## src/rtl/os_xor_accum_if.sv

```systemverilog
// Handshake bundle between the OS_XOR2 parity stage, the frame accumulator
// and the syndrome consumer.
interface os_xor_accum_if #(
  parameter int W     = 7,
  parameter int CNT_W = 4
);
  logic             in_valid;
  logic             in_ready;
  logic [W-1:0]     in_y;
  logic             in_last;
  logic             out_valid;
  logic             out_ready;
  logic [W-1:0]     out_acc;
  logic [CNT_W-1:0] out_cnt;
  logic             out_par;

  modport master (
    output in_valid, in_y, in_last, out_ready,
    input  in_ready, out_valid, out_acc, out_cnt, out_par
  );

  modport slave (
    input  in_valid, in_y, in_last, out_ready,
    output in_ready, out_valid, out_acc, out_cnt, out_par
  );
endinterface

```

## src/rtl/os_xor_accum.sv

```systemverilog
// XOR-folds parity slices into a per-frame syndrome; a frame closes after
// FRAME_LEN beats or on in_last, and the result is held until taken.
module os_xor_accum #(
  parameter int W         = 7,
  parameter int FRAME_LEN = 8,
  parameter int CNT_W     = $clog2(FRAME_LEN + 1)
) (
  input logic          clk,
  input logic          rst,
  os_xor_accum_if.slave bus
);

  localparam logic [1:0] IDLE = 2'b00;
  localparam logic [1:0] ACC  = 2'b01;
  localparam logic [1:0] HOLD = 2'b10;

  localparam logic [CNT_W-1:0] LEN = CNT_W'(FRAME_LEN);
  localparam logic [CNT_W-1:0] ONE = CNT_W'(1);

  logic [1:0]       st;
  logic [1:0]       st_nxt;
  logic [W-1:0]     acc;
  logic [W-1:0]     acc_nxt;
  logic [CNT_W-1:0] cnt;
  logic [CNT_W-1:0] cnt_nxt;
  logic [CNT_W-1:0] cnt_inc;
  logic             accept;
  logic             take;
  logic             first_close;

  always_comb begin
    bus.out_valid = (st == HOLD);
    bus.in_ready  = (st == HOLD) ? bus.out_ready : 1'b1;
    bus.out_acc   = acc;
    bus.out_cnt   = cnt;
    bus.out_par   = ^acc;
  end

  assign accept      = bus.in_valid & bus.in_ready;
  assign take        = bus.out_valid & bus.out_ready;
  assign cnt_inc     = cnt + ONE;
  assign first_close = bus.in_last | (FRAME_LEN == 1);

  always_comb begin
    st_nxt  = st;
    acc_nxt = acc;
    cnt_nxt = cnt;
    case (st)
      IDLE: begin
        if (accept) begin
          acc_nxt = bus.in_y;
          cnt_nxt = ONE;
          st_nxt  = first_close ? HOLD : ACC;
        end
      end
      ACC: begin
        if (accept) begin
          acc_nxt = acc ^ bus.in_y;
          cnt_nxt = cnt_inc;
          st_nxt  = (bus.in_last || cnt_inc == LEN) ? HOLD : ACC;
        end
      end
      HOLD: begin
        // A beat can only slip in alongside the result handshake, and then
        // it opens the next frame exactly as it would from IDLE.
        if (take) begin
          if (accept) begin
            acc_nxt = bus.in_y;
            cnt_nxt = ONE;
            st_nxt  = first_close ? HOLD : ACC;
          end else begin
            acc_nxt = '0;
            cnt_nxt = '0;
            st_nxt  = IDLE;
          end
        end
      end
      default: begin
        acc_nxt = '0;
        cnt_nxt = '0;
        st_nxt  = IDLE;
      end
    endcase
  end

  always_ff @(posedge clk) begin
    if (rst) begin
      st  <= IDLE;
      acc <= '0;
      cnt <= '0;
    end else begin
      st  <= st_nxt;
      acc <= acc_nxt;
      cnt <= cnt_nxt;
    end
  end

endmodule
```

## src/flat_wrapper.sv

```systemverilog
// flat-port wrapper written by rule: the top's interface ports become plain ports
module os_xor_accum_flat 
#(
  parameter int W         = 7,
  parameter int FRAME_LEN = 8,
  parameter int CNT_W     = $clog2(FRAME_LEN + 1)
)
  (clk, rst, bus_in_valid, bus_in_y, bus_in_last, bus_out_ready, bus_in_ready, bus_out_valid, bus_out_acc, bus_out_cnt, bus_out_par);
  os_xor_accum_if #(.W(W), .CNT_W(CNT_W)) bus_i ();
  input logic clk;
  input logic rst;
  input wire logic [$bits(bus_i.in_valid)-1:0] bus_in_valid;
  input wire logic [$bits(bus_i.in_y)-1:0] bus_in_y;
  input wire logic [$bits(bus_i.in_last)-1:0] bus_in_last;
  input wire logic [$bits(bus_i.out_ready)-1:0] bus_out_ready;
  output wire logic [$bits(bus_i.in_ready)-1:0] bus_in_ready;
  output wire logic [$bits(bus_i.out_valid)-1:0] bus_out_valid;
  output wire logic [$bits(bus_i.out_acc)-1:0] bus_out_acc;
  output wire logic [$bits(bus_i.out_cnt)-1:0] bus_out_cnt;
  output wire logic [$bits(bus_i.out_par)-1:0] bus_out_par;
  assign bus_i.in_valid = bus_in_valid;
  assign bus_i.in_y = bus_in_y;
  assign bus_i.in_last = bus_in_last;
  assign bus_i.out_ready = bus_out_ready;
  assign bus_in_ready = bus_i.in_ready;
  assign bus_out_valid = bus_i.out_valid;
  assign bus_out_acc = bus_i.out_acc;
  assign bus_out_cnt = bus_i.out_cnt;
  assign bus_out_par = bus_i.out_par;
  os_xor_accum #(.W(W), .FRAME_LEN(FRAME_LEN), .CNT_W(CNT_W)) u_core (.clk(clk), .rst(rst), .bus(bus_i));
endmodule
```

## config.mk

```make
export PLATFORM = sky130hd
export DESIGN_NAME = os_xor_accum_flat
export DESIGN_NICKNAME = d
export VERILOG_FILES = /design/src/rtl/os_xor_accum_if.sv /design/src/rtl/os_xor_accum.sv /design/src/flat_wrapper.sv
export SDC_FILE = /design/constraint.sdc
export NUM_CORES = 1
export LEC_CHECK = 0
export CAP_MARGIN = 30
export CORE_MARGIN = 10
export CORE_UTILIZATION = 46
export CTS_CLUSTER_DIAMETER = 150
export DETAILED_ROUTE_END_ITERATION = 12
export PLACE_DENSITY = 0.78
export SLEW_MARGIN = 5
export SYNTH_ARGS = -nofsm -noshare
export SYNTH_HDL_FRONTEND = slang
export SYNTH_SLANG_ARGS = --single-unit
```

## constraint.sdc

```tcl
create_clock -name clk -period 1.5 [get_ports clk]
set_input_delay 0.3 -clock clk [delete_from_list [all_inputs] [get_ports clk]]
set_output_delay 0.3 -clock clk [all_outputs]
set_load 0.03 [all_outputs]
```

==> metrics, run 1 <==
row cnt 15; internal power 0.6816 mW; largest family of logic cells by synthesized area compound AO/OA/AOI/OAI gates; peak supply drop 0.0006748 V; Tot Pwr 1.059 mW; pre-CTS setup slack -0.02237 ns; RSZ-0062 raised after global routing true; setup TNS -0.1005 ns; Core Region 0.001802 mm²; Net Sw Power 0.3778 mW; fraction of synthesized cell area in xor and xnor cells 0.07746; chip width 64.35 µm; Post-Syn Instances 120; post-synthesis mux area share 0; Leak 0.5567 nW; most frequent cells in the layout a21oi_1 (23), nand2b_1 (18), nor2_1 (17); fill count 150; simple-gate share of the synthesized area 0.2628; routed wire length 2.581 mm; DRT iter0 DRCs 55; global-route wire length before repair 4.388 mm; Worst EP required 1.20 ns; Crit Path Max Fanout 3; Vias/cell 5.335; crit end category output pin; mapped cell area 904.6 µm²; part of the Yosys area used for sequential elements 0.2877; Congestion Overflow GR 0; Worst-Margin Slew 0.3528 ns; PwrDens 803.3 mW/mm²; initial antenna violation count 0; CP Launch Type flop; dpl cells 176; Min Hold Slack 0.5267 ns; clock skew 0.002816 ns; vias in the first global route 991; Tcrit/Tclk final 1.067; combinational group share of total power 0.416; post-cts hold buffer count 0; CTS HTree Levels 1; initial core utilization 0.5021; TritonCTS clock tree done; max-cap viol count 0; Reg power frac 0.375; # diodes 0; routability cong. 0.9134; cell area after layout 0.001319 mm²; multi-input logic area 626.9 µm²; Die Y-Extent 64.35 µm; CTS sink cnt 13; share of post-route cells with drive strength above 1 0.2675; Max-slew headroom 0.7658; worst setup margin -0.1005 ns; Compound-Gate Fraction of Synth Area 0.2877; final core occ 0.7319; Antenna Nets Post-Route 0; latest clock arrival within the worst-skew pair 0.28 ns; number of synthesized register bits 13; clk slew on worst S/H paths 0.08 ns; DP HPWL 1.940 mm; WP data arrival 1.30 ns; Syn Area/Cell 7.538 µm²; Netlist cell types 30; synthesized net count 133; Layout area overhead 45.78%; highest clock rate 624.8 MHz; Hold Path Class reg -> reg; CTS Buffer Depth 2; WL per Instance 14.18 µm; GRT Total Usage 0.1261; status finished, violations left; Fin. Hold Viols 0; 1st-pass router iterations 5; port bufs 25; DRC viols 0; via count 971; adder-cell share of the synthesized area 0.01383; failing checks negative setup slack; YS warnings 0; Final Critical Period 1.601 ns; clock buffer count from CTS 3; FF/Latch Area 272.8 µm²; maximum number of pins on one net before global-route repair 20; Final Setup Violations 1; Layout Cells excl Fill 182; I/O pin count 26; most common cell after layout, fill and taps aside a21oi_1; Layout Nets 171; sw frac 0.3566; die area 0.004140 mm²; final slew viol count 0; root buffer cell clkbuf_4; DP Area 0.001235 mm²; clock power share 0.209; Crit Path Class reg -> out
-- worst paths after layout --
kind | from | endpoint | slack (ns) | cells after the start
max | u_core.bus.out_acc[4] | bus_out_par | -0.10 | 4
min | u_core.bus.out_acc[2] | u_core.bus.out_acc[2] | 0.53 | 2
max reg2reg | u_core.bus.out_cnt[0] | u_core.st[0] | 0.25 | 5
min reg2reg | u_core.bus.out_acc[2] | u_core.bus.out_acc[2] | 0.53 | 2
-- registers in the layout (all words and copies together) (netlist names) --
signal              cells
u_core.bus.out_cnt      4
u_core.bus.out_acc      7
u_core.st               2
-- cell usage after synthesis, drive strengths merged --
library cell  number  area share
a21oi             24        0.14
nand2b            18        0.12
nor2              17       0.071
o21ai             16        0.10
dfxtp             13        0.29
xnor2              6       0.058
buf                4       0.047
clkbuf             3       0.012
a211oi             2       0.022
and2b              2       0.018
inv                2       0.011
nand2              2       0.011
nor3               2       0.011
xor2               2       0.019
a31oi              1      0.0069
a32o               1       0.011
a32oi              1      0.0097
ha                 1       0.014
nand3              1      0.0055
nand4              1      0.0069
nor2b              1       0.015
-- cell families after synthesis --
logic type                 Yosys count
AOI/OAI and AO/OA                   45
xor gates and xnor gates             8
adders and majority gates            1
buffers and inverters                9
DFF                                 13
and+or+nand+nor                     44
-- power by group through the flow --
stage / Combinational, mW / Sequential [mW] / Clock (mW)
2_1_floorplan: 0.223 / 0.443 / 0
3_3_place_gp: 0.409 / 0.401 / 0
3_5_place_dp: 0.416 / 0.403 / 0
4_1_cts: 0.420 / 0.396 / 0.228
5_1_grt: 0.477 / 0.402 / 0.243
6_report: 0.440 / 0.397 / 0.222
-- critical path: stages, from the launching register on --
cell     delay, ns
dfxtp_4       0.36
xor2_2        0.18
xnor2_2       0.20
xnor2_2       0.13
buf_6         0.15
-- cell type report --
cell class              count  share of cell area
inverters                   2            0.007590
flip-flops and latches     13              0.2068
repair buffers             40              0.2666
clock buffers               4             0.01992
well taps                  25             0.02372
multi-input cells          98              0.4753
-- repair_timing --
item,CTS,global route
gates cloned,0,0
pin swaps,0,4
resized for setup,15,9
setup buffers,0,2
endpoints found under the setup margin,13,2
-- per-layer routing --
layer / up-vias / track usage / part of all wire
met5: - / 0 / 0
met4: 0 / 0.04813 / 0.0046
met3: 2 / 0.03484 / 0.062
met2: 35 / 0.2057 / 0.51
met1: 444 / 0.1525 / 0.42
li1: 490 / - / -
Power figures use the tool's default switching activity.
==> inputs of run 2 (changes only) <==
--- a/config.mk
+++ b/config.mk
@@ -8,7 +8,6 @@
 export CAP_MARGIN = 30
 export CORE_MARGIN = 10
 export CORE_UTILIZATION = 46
-export CTS_CLUSTER_DIAMETER = 150
 export DETAILED_ROUTE_END_ITERATION = 12
 export PLACE_DENSITY = 0.78
 export SLEW_MARGIN = 5
==> results of run 2 <==
The final DEF is identical to that of run 1; final timing and power are the same.
